[src/rtl/uart_pkg.sv]
// Shared definitions for the UART transmit path: FSM encoding, parity
// selectors and the per-bit tick count derived from CTRL.BAUD.
package uart_pkg;

  typedef enum logic [2:0] {
    ST_IDLE,
    ST_START,
    ST_DATA,
    ST_PARITY,
    ST_STOP
  } tx_state_e;

  localparam int PARITY_NONE = 0;
  localparam int PARITY_EVEN = 1;
  localparam int PARITY_ODD  = 2;

  // BAUD=3 is the fastest rate; each step down doubles the bit length.
  function automatic int bit_ticks(input int base_div, input logic [1:0] baud);
    return base_div << (2'd3 - baud);
  endfunction

endpackage

[src/rtl/uart_tx_fifo.sv]
// Synchronous TX byte FIFO. Pointers carry an extra wrap bit so full and
// empty fall straight out of the registered pointers.
module uart_tx_fifo #(
  parameter int DEPTH = 8,
  parameter int WIDTH = 8
) (
  input  logic             clk,
  input  logic             rst,
  input  logic             push,
  input  logic [WIDTH-1:0] wdata,
  input  logic             pop,
  output logic [WIDTH-1:0] rdata,
  output logic             full,
  output logic             empty
);

  localparam int AW = $clog2(DEPTH);

  logic [AW:0]      wptr, rptr;
  logic [WIDTH-1:0] mem [DEPTH];

  assign full  = (wptr[AW] != rptr[AW]) && (wptr[AW-1:0] == rptr[AW-1:0]);
  assign empty = (wptr == rptr);
  assign rdata = mem[rptr[AW-1:0]];

  // Pointer update; a push into a full FIFO is refused even if a pop lands the same cycle.
  always_ff @(posedge clk or negedge rst) begin
    if (!rst) begin
      wptr <= '0;
      rptr <= '0;
    end else begin
      if (push && !full) wptr <= wptr + 1'b1;
      if (pop && !empty) rptr <= rptr + 1'b1;
    end
  end

  // Storage write; contents need no reset since empty gates every read.
  always_ff @(posedge clk) begin
    if (push && !full) mem[wptr[AW-1:0]] <= wdata;
  end

endmodule

[src/rtl/uart_tx_ctrl.sv]
// UART transmit sequencer: buffers CSR-pushed bytes and serialises them as
// start / 8 data LSB-first / optional parity / stop at the latched bit rate.
module uart_tx_ctrl #(
  parameter int FIFO_DEPTH = 8,
  parameter int BASE_DIV   = 16,
  parameter int PARITY     = 0
) (
  input  logic       clk,
  input  logic       rst,
  input  logic       fifo_wen,
  input  logic [7:0] fifo_wdata,
  output logic       fifo_wready,
  input  logic [1:0] baud,
  input  logic       txen,
  input  logic       txst,
  input  logic       lp_en,
  input  logic [7:0] lp_div,
  output logic       busy_en,
  output logic       busy,
  output logic       txf,
  output logic       tx_set,
  output logic       tx
);
  import uart_pkg::*;

  // Wide enough to hold the slowest bit length, BASE_DIV << 3.
  localparam int CW = $clog2(BASE_DIV * 8) + 1;

  tx_state_e   state, state_nxt;
  logic        full, empty, pop;
  logic [7:0]  rdata, shift;
  logic        par_bit;
  logic [2:0]  bit_cnt;
  logic [CW-1:0] bt_l, tick_cnt;
  logic        lp_en_l;
  logic [7:0]  lp_div_l, pre;
  logic        armed;
  logic        tick, bit_end, can_start, stop_end, tx_nxt;

  uart_tx_fifo #(.DEPTH(FIFO_DEPTH), .WIDTH(8)) u_fifo (
    .clk   (clk),
    .rst   (rst),
    .push  (fifo_wen),
    .wdata (fifo_wdata),
    .pop   (pop),
    .rdata (rdata),
    .full  (full),
    .empty (empty)
  );

  assign fifo_wready = !full;
  assign txf         = full;

  assign tick      = !lp_en_l || (pre == lp_div_l);
  assign bit_end   = tick && (tick_cnt == bt_l - 1'b1);
  assign can_start = armed && txen && !empty;

  // State register.
  always_ff @(posedge clk or negedge rst) begin
    if (!rst) state <= ST_IDLE;
    else      state <= state_nxt;
  end

  // Next state, next line level and pop strobe; a pop always opens a frame.
  always_comb begin
    state_nxt = state;
    tx_nxt    = tx;
    pop       = 1'b0;
    stop_end  = 1'b0;
    case (state)
      ST_IDLE: if (can_start) begin
        state_nxt = ST_START;
        tx_nxt    = 1'b0;
        pop       = 1'b1;
      end
      ST_START: if (bit_end) begin
        state_nxt = ST_DATA;
        tx_nxt    = shift[0];
      end
      ST_DATA: if (bit_end) begin
        if (bit_cnt != 3'd7) begin
          tx_nxt = shift[1];
        end else if (PARITY != PARITY_NONE) begin
          state_nxt = ST_PARITY;
          tx_nxt    = par_bit;
        end else begin
          state_nxt = ST_STOP;
          tx_nxt    = 1'b1;
        end
      end
      ST_PARITY: if (bit_end) begin
        state_nxt = ST_STOP;
        tx_nxt    = 1'b1;
      end
      ST_STOP: if (bit_end) begin
        stop_end = 1'b1;
        if (can_start) begin
          state_nxt = ST_START;
          tx_nxt    = 1'b0;
          pop       = 1'b1;
        end else begin
          state_nxt = ST_IDLE;
          tx_nxt    = 1'b1;
        end
      end
      default: begin
        state_nxt = ST_IDLE;
        tx_nxt    = 1'b1;
      end
    endcase
  end

  // Datapath: frame config latch, shifter, prescaler/tick counter, status flags.
  always_ff @(posedge clk or negedge rst) begin
    if (!rst) begin
      tx       <= 1'b1;
      busy     <= 1'b0;
      busy_en  <= 1'b0;
      tx_set   <= 1'b0;
      armed    <= 1'b0;
      shift    <= '0;
      par_bit  <= 1'b0;
      bit_cnt  <= '0;
      bt_l     <= '0;
      tick_cnt <= '0;
      lp_en_l  <= 1'b0;
      lp_div_l <= '0;
      pre      <= '0;
    end else begin
      tx <= tx_nxt;

      if (pop) begin
        shift    <= rdata;
        par_bit  <= (PARITY == PARITY_ODD) ? ~^rdata : ^rdata;
        bit_cnt  <= '0;
        bt_l     <= CW'(bit_ticks(BASE_DIV, baud));
        lp_en_l  <= lp_en;
        lp_div_l <= lp_div;
      end else if (state == ST_DATA && bit_end) begin
        shift   <= shift >> 1;
        bit_cnt <= bit_cnt + 1'b1;
      end

      // Prescaler restarts at every frame so bit edges stay aligned to START.
      if (pop || tick) pre <= '0;
      else             pre <= pre + 1'b1;

      if (pop || bit_end)                tick_cnt <= '0;
      else if (tick && state != ST_IDLE) tick_cnt <= tick_cnt + 1'b1;

      busy    <= (state_nxt != ST_IDLE);
      busy_en <= ((state_nxt != ST_IDLE) != busy);
      tx_set  <= stop_end && empty;

      // txen low dominates; a drained return to IDLE disarms before txst can re-arm.
      if (!txen)                                        armed <= 1'b0;
      else if (stop_end && state_nxt == ST_IDLE && empty) armed <= 1'b0;
      else if (txst)                                    armed <= 1'b1;
    end
  end

endmodule
[config.mk]
export PLATFORM = sky130hd
export DESIGN_NAME = uart_tx_ctrl
export DESIGN_NICKNAME = d
export VERILOG_FILES = /design/src/rtl/uart_pkg.sv /design/src/rtl/uart_tx_fifo.sv /design/src/rtl/uart_tx_ctrl.sv
export SDC_FILE = /design/constraint.sdc
export NUM_CORES = 1
export LEC_CHECK = 0
export ABC_AREA = 0
export BUFFER_PORTS_ARGS = -buffer_cell sky130_fd_sc_hd__clkbuf_2
export CAP_MARGIN = 20
export CORE_AREA = 10 10 116 97
export DETAILED_ROUTE_END_ITERATION = 8
export DIE_AREA = 0 0 126 107
export GPL_TIMING_DRIVEN = 0
export PLACE_DENSITY_LB_ADDON = 0.05
export SYNTH_ARGS = -nofsm -noshare
export SYNTH_HDL_FRONTEND = slang
export SYNTH_SLANG_ARGS = --single-unit
[constraint.sdc]
create_clock -name clk -period 3.6 [get_ports clk]
set_input_delay 0.18 -clock clk [delete_from_list [all_inputs] [get_ports clk]]
set_output_delay 0.18 -clock clk [all_outputs]
set_load 0.005 [all_outputs]
# Yosys cells after proc, flatten, opt, wreduce, memory -nomap -nowiden
# Memory sizes are Yosys's and may differ from the RTL's.
# Index checks and enable logic that the tools add are counted.
dict set report totals {
  n_memories 1
  ram_bits 64
  word_cells 98
  regBits 60
  out_inout_bits 6
}
# memory depth word_bits read_ports rd_clocked_by_memory_dff write_ports line_no
set mem_list {}
lappend mem_list {u_fifo.mem 8 8 1 0 1 uart_tx_fifo.sv:20} ;# logic [WIDTH-1:0] mem [DEPTH];
dict set report op_classes {
  mux 33
  shift 1
  add_sub_neg 7
  n_reduce_logical 24
  eq_ne 17
}
# op count
set ops {}
lappend ops {{2-to-1 mux 8 bit} 5}
lappend ops {{2-to-1 mux 3 bit} 8}
lappend ops {{2-to-1 mux 1 bit} 17}
lappend ops {{adder 8 x 1 -> 8 bit, second input constant} 2}
lappend ops {{equality test 8 bit} 2}
lappend ops {{one-hot mux 3 bit (5 select lines)} 1}
lappend ops {{logical AND 1 bit} 11}
lappend ops {{!= test 2 bit, second input constant} 5}
lappend ops {{adder 4 x 1 -> 4 bit, second input constant} 2}
lappend ops {{<< shifter 5 x 2 -> 8 bit, first input constant} 1}
lappend ops {{subtractor 8 x 1 -> 8 bit, second input constant} 1}
lappend ops {{equality test 3 x 2 -> 1 bit, second input constant} 2}
lappend ops {{zero test 3 bit} 2}
lappend ops {{nonzero test 3 bit} 2}
lappend ops {{one-hot mux 1 bit (5 select lines)} 1}
lappend ops {{AND reduction 5 bit} 1}
lappend ops {{equality test 4 bit} 1}
lappend ops {{nonzero test 2 bit} 2}
lappend ops {{adder 3 x 1 -> 3 bit, second input constant} 1}
lappend ops {{equality test 3 x 1 -> 1 bit, second input constant} 1}
lappend ops {{equality test 3 bit} 1}
lappend ops {{equality test 3 bit, second input constant} 1}
lappend ops {{zero test 1 bit} 3}
lappend ops {{logical OR 1 bit} 3}
lappend ops {{5 further kinds} 6}

# Depth between registers and ports, before layout
# Gate-level depths: netlist of the first run.
dict set report logic_depth {
  depth_word 11
  ltp_mapped 9
  mapped_depth_nobuf 8
}

# Modules after synthesis
# Synthesis of the first run repeated with hierarchy kept, for this count alone.
dict set report hier_totals {
  hier_cells 378
  hier_area_um2 5469.0
}
# module seq_area_each_um2 n_inst area_per_inst_um2 cells_each
set modules_own_cells {}
lappend modules_own_cells {uart_tx_fifo 2122.0 1 3126.7 151}
lappend modules_own_cells {uart_tx_ctrl 1202.4 1 2342.2 227}

# Worst setup path before layout of the first run
# OpenSTA, ideal clock, no wires.
dict set report synth_path {
  path_type {register to register}
  from {register bt_l[4]}
  to {register shift[2]}
  required_ns 3.474
  path_slack_ns 1.114
  setup_ns 0.126
  n_path_buf 1
  t_arrival_ns 2.360
  stages_incl_launch_ff 10
  cell_sequence {dfrtp_1 inv_1 ha_1 xnor3_1 nand4_1 or2_1 or4_4 buf_6 and2_4 a221o_1}
}
dict set report synth_between {
  elab_chain_len 6
  word_cells_on_any_way 8
  classes_between {1 x add/sub; 1 x eq/ne; 3 x mux; 3 x reduce/logical}
}
# item line_no
set synth_rtl {}
lappend synth_rtl {{start: declaration} uart_tx_ctrl.sv:34} ;# logic [CW-1:0] bt_l, tick_cnt;
lappend synth_rtl {{start signal: assignment} uart_tx_ctrl.sv:136} ;# bt_l <= CW'(bit_ticks(BASE_DIV, baud));
lappend synth_rtl {{subtractor 8 x 1 -> 8 bit (*)} uart_tx_ctrl.sv:55} ;# assign bit_end = tick && (tick_cnt == bt_l - 1'b1);
lappend synth_rtl {{equality test 8 bit (*)} uart_tx_ctrl.sv:55}
lappend synth_rtl {{logical AND 1 bit (*)} uart_tx_ctrl.sv:55}
lappend synth_rtl {{2-to-1 mux 1 bit} uart_tx_ctrl.sv:95} ;# ST_STOP: if (bit_end) begin
lappend synth_rtl {{one-hot mux 1 bit (2 select lines)} uart_tx_ctrl.sv:70} ;# case (state)
lappend synth_rtl {{2-to-1 mux 8 bit or nonzero test 2 bit (tied branches)} -}
lappend synth_rtl {{end signal: assignment} uart_tx_ctrl.sv:133} ;# shift <= rdata;
lappend synth_rtl {{end signal: assignment} uart_tx_ctrl.sv:140} ;# shift <= shift >> 1;
lappend synth_rtl {{end: declaration} uart_tx_ctrl.sv:31} ;# logic [7:0] rdata, shift;
# Every way passes the cells marked *; elsewhere a longest branch is shown, timed or not.
# A chain may end at the register's enable or synchronous reset.

# Worst setup path after layout of the first run
dict set report layout_path {
  from {register bt_l[4]}
  to {register bt_l[7]}
}
dict set report layout_between {
  elab_chain_len 5
}
# item line_no
set layout_rtl {}
lappend layout_rtl {{subtractor 8 x 1 -> 8 bit} uart_tx_ctrl.sv:55}
lappend layout_rtl {{equality test 8 bit} uart_tx_ctrl.sv:55}
lappend layout_rtl {{logical AND 1 bit} uart_tx_ctrl.sv:55}
lappend layout_rtl {{2-to-1 mux 1 bit} uart_tx_ctrl.sv:95}
lappend layout_rtl {{one-hot mux 1 bit (2 select lines)} uart_tx_ctrl.sv:70}
# Every way passes these cells.

==> flow_summary_export.csv, run 1 <==
group,metric,value,unit
run_status,status,"completed",
clocking,htree_levels,4,
grt,grt_overflow,0,
floorplanning,die-height,107,um
route,drcViolationCount,0,
route,via_per_inst,5.603,
synthesis,ys_ff_latch,120,
pwr,switching_share,0.3036,
synthesis,synth.net_count,388,
floorplanning,core-area,0.008921,mm2
critical_path,endpoint,"bt_l[7]",
synthesis,synth_edf_count,64,
critical_path,rrSetupSlack,0.64,ns
clocking,post_cts_buffers,0,
critical_path,endpoint_kind,"register",
place,hpwl,6.533,mm
pwr,p_switching,1.477,mW
place,post-place-ws,0.8451,ns
floorplanning,fp.dieW,126,um
layout,antenna_cells,0,
floorplanning,start_util,0.5829,
sta,finClkSkew,0.009615,ns
clocking,clk_latency,0.41,ns
synthesis,synthArstFlopShare,0.4667,
critical_path,required,3.89,ns
sta,hold_viol,0,
clocking,clk_path_buf_depth,2,
synthesis,synth_area,0.005200,mm2
sta,fin_crit_sh,0.8229,
sta,rsz0062_at_grt,"false",
clocking,cts_root_buffer,"clkbuf_16",
synthesis,avgSynthCellArea,14.57,um2
sta,finalMaxSlewViolations,0,
layout,drive_above_1_share,0.2324,
place,port_buffers,29,
sta,fin_crit,2.962,ns
critical_path,r2r_start,"bt_l[4]",
route,wire_per_inst,17.95,um
sta,slew_headroom,0.3239,
clocking,cts.clk_slew.worst_paths,0.05,ns
place,placed_cells,503,
flow_run,cap_violations,0,
pwr,leakage,2.405,nW
route,routed_wl,9.711,mm
place,gp_congestion,0.8126,
synthesis,yosysWarnings,0,
grt,grt.total_usage,0.1511,
sta,max_freq,337.6,MHz
pwr,finalPower,4.865,mW
floorplanning,io_pins,30,
sta,worst-slew-pin-transition,1.010,ns
floorplanning,rows,31,
sta,setup_ws,0.6377,ns
sta,finalSetupViolCount,0,
critical_path,cp_max_fo,10,
pwr,ir_worst_vdd,402.1,uV
synthesis,synth_seq_area_share,0.6393,
layout,finalNetCount,445,
critical_path,crit_arrival,3.25,ns
route,antenna_left,0,
hold_path,hold_path.class,"in2reg",
floorplanning,dieArea,0.01348,mm2
sta,setup_tns,0,ns
pwr,p_clk_frac,0.313,
critical_path,reg2reg_depth,10,
grt,grt_first_pass_wirelength,15.86,mm
pwr,p_comb_frac,0.274,
clocking,cts_tree,"built",
synthesis,synthCells,357,
route,initialDrtViolationCount,165,
pwr,power_density,793.9,mW/mm2
clocking,cts_made_buffers,17,
critical_path,crit_path_start_kind,"register",
grt,grt_max_degree,32,
layout,layoutNonFillerInstCount,541,
synthesis,ys.flop_type,"edfxtp_1",
layout,layout-area-overhead-vs-synth,17.85,%
route,vias,3031,
synthesis,ys_types,51,
critical_path,startpoint,"bt_l[4]",
critical_path,r2r-end,"bt_l[7]",
clocking,clock_sinks,120,
pwr,seq_power_share,0.413,
grt,grt_pass1_vias,3086,
route,drt_first_pass_iters,4,
sta,whs,0.01438,ns
pwr,p_int,3.388,mW
critical_path,path_class,"reg2reg",
grt,grt_antenna_before_repair,0,
[synthesized netlist by cell type (all sizes together), types with 2 or more instances]
cell type,n,share of area
a211oi,5,0.0072
a21oi,8,0.0077
a221o,3,0.0058
and2,4,0.0053
and3,2,0.0026
buf,6,0.0094
clkbuf,8,0.0058
dfrtp,55,0.26
edfxtp,64,0.37
ha,7,0.017
inv,4,0.0029
mux2,11,0.024
mux2i,10,0.019
mux4,16,0.069
nand2,17,0.012
nand2b,5,0.0060
nand3,11,0.012
nand4,7,0.0084
nor2,32,0.023
nor2b,4,0.0048
nor3,6,0.0058
nor4b,2,0.0034
o21ai,11,0.011
or2,2,0.0024
xnor2,23,0.039
xor2,15,0.027
[cell type report]
class                   instances  area (um2)
plain buffers                  14       78.83
clock buffers                  19       432.9
clock inverters                12       106.4
fillers                       620        2793
inverters                       4       15.01
multi-input cells             219        1787
flip-flops and latches        120        3324
well taps                     115       143.9
repair buffers                 38       240.2
[worst max-delay path: stages, from the launching register on]
cell           delay [ns]
dfrtp_1              0.40
inv_1                0.06
ha_1                 0.20
xnor3_1              0.38
nand4_1              0.16
o21ai_0              0.31
nand3_2              0.28
clkbuf_1             0.30
nand2_1              0.13
o31ai_1              0.06
dlygate4sd3_1        0.56
[worst min-delay path by stage]
stage | from | to | slack, ns | depth (start not counted)
after floorplan | rst | armed | -0.12 | 0
after global placement | baud[1] | bt_l[7] | 0.41 | 2
after detailed placement | rst | pre[2] | 0.26 | 1
after CTS | txen | armed | 0.0004 | 3
after global routing | lp_en | lp_en_l | 0.01 | 2
final | txen | armed | 0.01 | 3
[layout by cell type (no fill, tap or decap), types with 5 or more instances in the layout]
| cell | instances |
|---|---|
| a21oi_1 | 8 |
| nand2b_1 | 5 |
| dlygate4sd3_1 | 7 |
| mux4_2 | 16 |
| mux2i_1 | 10 |
| nor3_1 | 5 |
| clkbuf_16 | 17 |
| nand2_1 | 17 |
| nand4_1 | 7 |
| a211oi_1 | 5 |
| clkbuf_1 | 10 |
| dfrtp_1 | 55 |
| nor2_1 | 32 |
| xor2_1 | 14 |
| xnor2_1 | 23 |
| edfxtp_1 | 64 |
| o21ai_0 | 8 |
| nand3_1 | 10 |
| ha_1 | 7 |
| clkbuf_2 | 29 |
| mux2_2 | 11 |
[per-stage QoR]
stage          utilization  area [um2]
2_1_floorplan            -        5200
3_3_place_gp        0.6153        5489
3_5_place_dp        0.6187        5519
4_1_cts             0.6870        6128
5_1_grt             0.6870        6128
6_report            0.6870        6128
[routing by layer]
| metal | up-vias | GRT usage | wire (um) |
|---|---|---|---|
| met5 | - | 0 | 0 |
| met1 | 1523 | 0.1779 | 4343 |
| met3 | 17 | 0.04530 | 330 |
| met2 | 41 | 0.2543 | 4885 |
| li1 | 1450 | - | - |
| met4 | 0 | 0.06331 | 152 |
[power by group through the flow]
stage | logic [mW] | registers [mW] | clock network, mW
2_1_floorplan | 1.04 | 1.97 | 0
3_3_place_gp | 1.29 | 2.02 | 0
3_5_place_dp | 1.34 | 2.03 | 0
4_1_cts | 1.37 | 2.01 | 1.55
5_1_grt | 1.49 | 2.05 | 1.61
6_report | 1.33 | 2.01 | 1.52
[flip-flops by register name, summed over array words and instances, names as in the netlist, 3 cells and up]
signal,flops
u_fifo.rptr,4
lp_div_l,8
u_fifo.mem,64
tick_cnt,8
u_fifo.wptr,4
shift,8
state,3
bit_cnt,3
bt_l,4
pre,8
[logic make-up after synthesis]
logic type      after synthesis  share of synthesized area
flops                       120                     0.6393
xor+xnor                     39                    0.06978
buf+inv                      18                    0.01804
compound gates               37                    0.04717
simple gates                 99                    0.09649
mux                          37                     0.1124
fa+ha+maj                     7                    0.01684
[timing repair]
item	CTS	global route
resized for setup	0	0
hold endpoints to repair	29	0
endpoints found under the setup margin	0	0
hold buffers	7	0
Note: power is estimated with default switching activity, not from simulation.
==> run 2, diff against run 1 <==
ABC_AREA = 1   (was 0)
CORE_AREA = 10 10 123 102   (was 10 10 116 97)
DIE_AREA = 0 0 133 112   (was 0 0 126 107)
clock period = 2.7 ns   (was 3.6 ns; I/O delays follow)
==> run 2 against run 1 <==
  * Area after synthesis grew 4.4%
  * Clock-buffer cell count shrank 2
  * Fmax grew 22%
  * Design area grew 6.4%
  * Via count grew 28%
  * Critical path depth shrank 2
  * Non-clock buffer count grew 5
  * Clock skew shrank 0.00066 ns
  * Worst setup slack lost 0.36 ns
  * Sequential share of layout area shrank 3.3 points
  * Core utilization shrank 4.2 points
==> flow_summary_export.csv, run 2 <==
group,metric,value,unit
route,antenna_left,0,
synthesis,synth_fa_ha_area_frac,0.01613,
grt,grt_max_degree,57,
synthesis,ys.flop_type,"edfxtp_1",
critical_path,rrSetupSlack,0.28,ns
layout,layout_commonest_cell,"nand2_1",
place,post-place-ws,0.2736,ns
critical_path,reg2reg_depth,8,
hold_path,min-delay-start,"fifo_wen",
layout,final_cell_mix,"137 x nand2_1, 64 x edfxtp_1, 57 x nor2_1, 55 x dfrtp_1, 51 x inv_1",
critical_path,required,2.72,ns
sta,slew_headroom,0.3601,
critical_path,endpoint_kind,"register",
route,drt_first_pass_iters,5,
critical_path,r2r_start,"u_fifo.rptr[0]",
critical_path,r2r-end,"u_fifo.mem[0][1]",
layout,finalNetCount,635,
sta,whs,0.02363,ns
grt,grt.total_usage,0.1675,
clocking,cts_made_buffers,17,
sta,worst-slew-pin-transition,0.9564,ns
clocking,cts_resized,0,
clocking,ctsHoldBuffers,14,
clocking,clock_sinks,120,
sta,max_freq,413.1,MHz
route,via_per_inst,5.131,
sta,setup_tns,0,ns
sta,hold_viol,0,
place,hpwl,8.006,mm
floorplanning,core-area,0.01012,mm2
synthesis,ys_types,39,
synthesis,synth_top_area_share,0.3539,
layout,fin_util,0.6447,
layout,layout-area-overhead-vs-synth,20.09,%
route,wire_per_inst,15.55,um
pwr,ir_worst_vdd,451.1,uV
synthesis,synth_top_area_cell,"edfxtp_1",
clocking,post_cts_buffers,0,
synthesis,synthTopCellsByCount,"137 x nand2_1, 64 x edfxtp_1, 57 x nor2_1, 55 x dfrtp_1, 51 x inv_1",
synthesis,synth_seq_area_share,0.6122,
pwr,power_density,750.0,mW/mm2
synthesis,muxShareOfSynthArea,0,
sta,finalMaxSlewViolations,0,
critical_path,cp_max_fo,10,
grt,grt_pass1_vias,3816,
floorplanning,die-height,112,um
synthesis,synthCells,542,
clocking,clk_path_buf_depth,2,
synthesis,ys_ff_latch,120,
layout,largest_register_ffs,64,
sta,finalSetupViolCount,0,
critical_path,crit_path_start_kind,"register",
synthesis,synth_compound_area_frac,0.05806,
synthesis,synth_top_family_by_area,"simple AND/OR/NAND/NOR gates",
clocking,cts.clk_slew.worst_paths,0.05,ns
synthesis,synth_xor_area_frac,0.03848,
sta,setup_ws,0.2790,ns
hold_path,hold_path.class,"in2reg",
synthesis,synth_area,0.005430,mm2
clocking,cts_tree,"built",
synthesis,synth_edf_count,64,
flow_run,cap_violations,0,
place,port_buffers,29,
synthesis,synthSimpleGateAreaFrac,0.2196,
critical_path,crit_arrival,2.44,ns
route,initialDrtViolationCount,311,
floorplanning,rows,33,
synthesis,avgSynthCellArea,10.02,um2
route,drcViolationCount,0,
grt,grt_antenna_before_repair,0,
floorplanning,io_pins,30,
synthesis,synth.most_common_cell,"nand2_1",
hold_path,worstHoldEndpoint,"u_fifo.wptr[0]",
sta,fin_crit,2.421,ns
route,vias,3884,
pwr,leakage,2.838,nW
synthesis,synthArstFlopShare,0.4667,
place,placed_cells,711,
hold_path,whs_path_depth,4,
synthesis,synth.net_count,573,
run_status,status,"completed",
clocking,cts_root_buffer,"clkbuf_16",
synthesis,yosysWarnings,0,
sta,finClkSkew,0.008952,ns
layout,layoutNonFillerInstCount,757,
layout,antenna_cells,0,
layout,drive_above_1_share,0.1442,
floorplanning,start_util,0.5368,
clocking,clk_latency,0.41,ns
grt,grt_overflow,0,
route,routed_wl,11.77,mm
place,place_area,0.005753,mm2
layout,fin_area,0.006521,mm2
sta,rsz0062_at_grt,"false",
sta,fin_crit_sh,0.8967,
pwr,finalPower,4.891,mW
place,gp_congestion,0.8514,
grt,grt_first_pass_wirelength,19.82,mm
clocking,htree_levels,4,
floorplanning,dieArea,0.01490,mm2
critical_path,path_class,"reg2reg",
synthesis,yosys-top-cells-area,"edfxtp_1 35%, dfrtp_1 25%, nand2_1 9.5%",
floorplanning,fp.dieW,133,um
[run 2: changes by cell type after synthesis, moves of 16 or more]
cell / change
nand2_1: +120
inv_1: +47
o21ai_0: +27
nand3_1: +26
nor2_1: +25
mux4_2: -16
[run 2: worst max path at each step]
stage          slack [ns]                to            from
2_1_floorplan        0.73  u_fifo.mem[0][0]  u_fifo.rptr[0]
3_3_place_gp         0.33  u_fifo.mem[0][5]  u_fifo.rptr[0]
3_5_place_dp         0.27  u_fifo.mem[0][6]  u_fifo.rptr[0]
4_1_cts              0.26  u_fifo.mem[0][1]  u_fifo.rptr[0]
5_1_grt              0.07  u_fifo.mem[0][1]  u_fifo.rptr[0]
6_report             0.28  u_fifo.mem[0][1]  u_fifo.rptr[0]
[run 2: kinds of logic (layout without fill, tap and decap cells)]
kind of cell	Yosys count	after routing
AND/OR/NAND/NOR	268	268
flip-flops	120	120
buffers and inverters	68	143
AO/OA/AOI/OAI	56	56
XOR/XNOR	23	23
adder cells (fa/ha/maj)	7	7
[run 2: final cells by class]
type | instances | area, um2
Clock buffer | 17 | 425.4
Multi-Input combinational cell | 354 | 1804
Buffer | 14 | 96.34
Fill cell | 817 | 3595
Sequential cell | 120 | 3324
Timing Repair Buffer | 43 | 287.8
Clock inverter | 15 | 202.7
Inverter | 54 | 205.2
Tap cell | 140 | 175.2
[run 2: worst max-delay path: stages, from the launching register on]
cell and delay [ns]:
dfrtp_1 0.39, buf_6 0.16, xnor2_2 0.14, nand3_1 0.09, nor2_1 0.06, inv_1 0.07, nand2_1 0.07, or2_2 0.33
nor2_1 0.74
[run 2: power by group]
part           switching (mW)  internal (mW)
Combinational           0.238          0.112
Clock                   0.827           1.55
Sequential             0.0616           2.11
Total                    1.13           3.76
[run 2: routing by layer]
layer | vias to the layer above | GRT usage | wire, um
met5 | - | 0 | 0
met4 | 0 | 0.04978 | 148
met3 | 15 | 0.04537 | 772
met2 | 104 | 0.2456 | 5157
met1 | 1831 | 0.2370 | 5692
li1 | 1934 | - | -
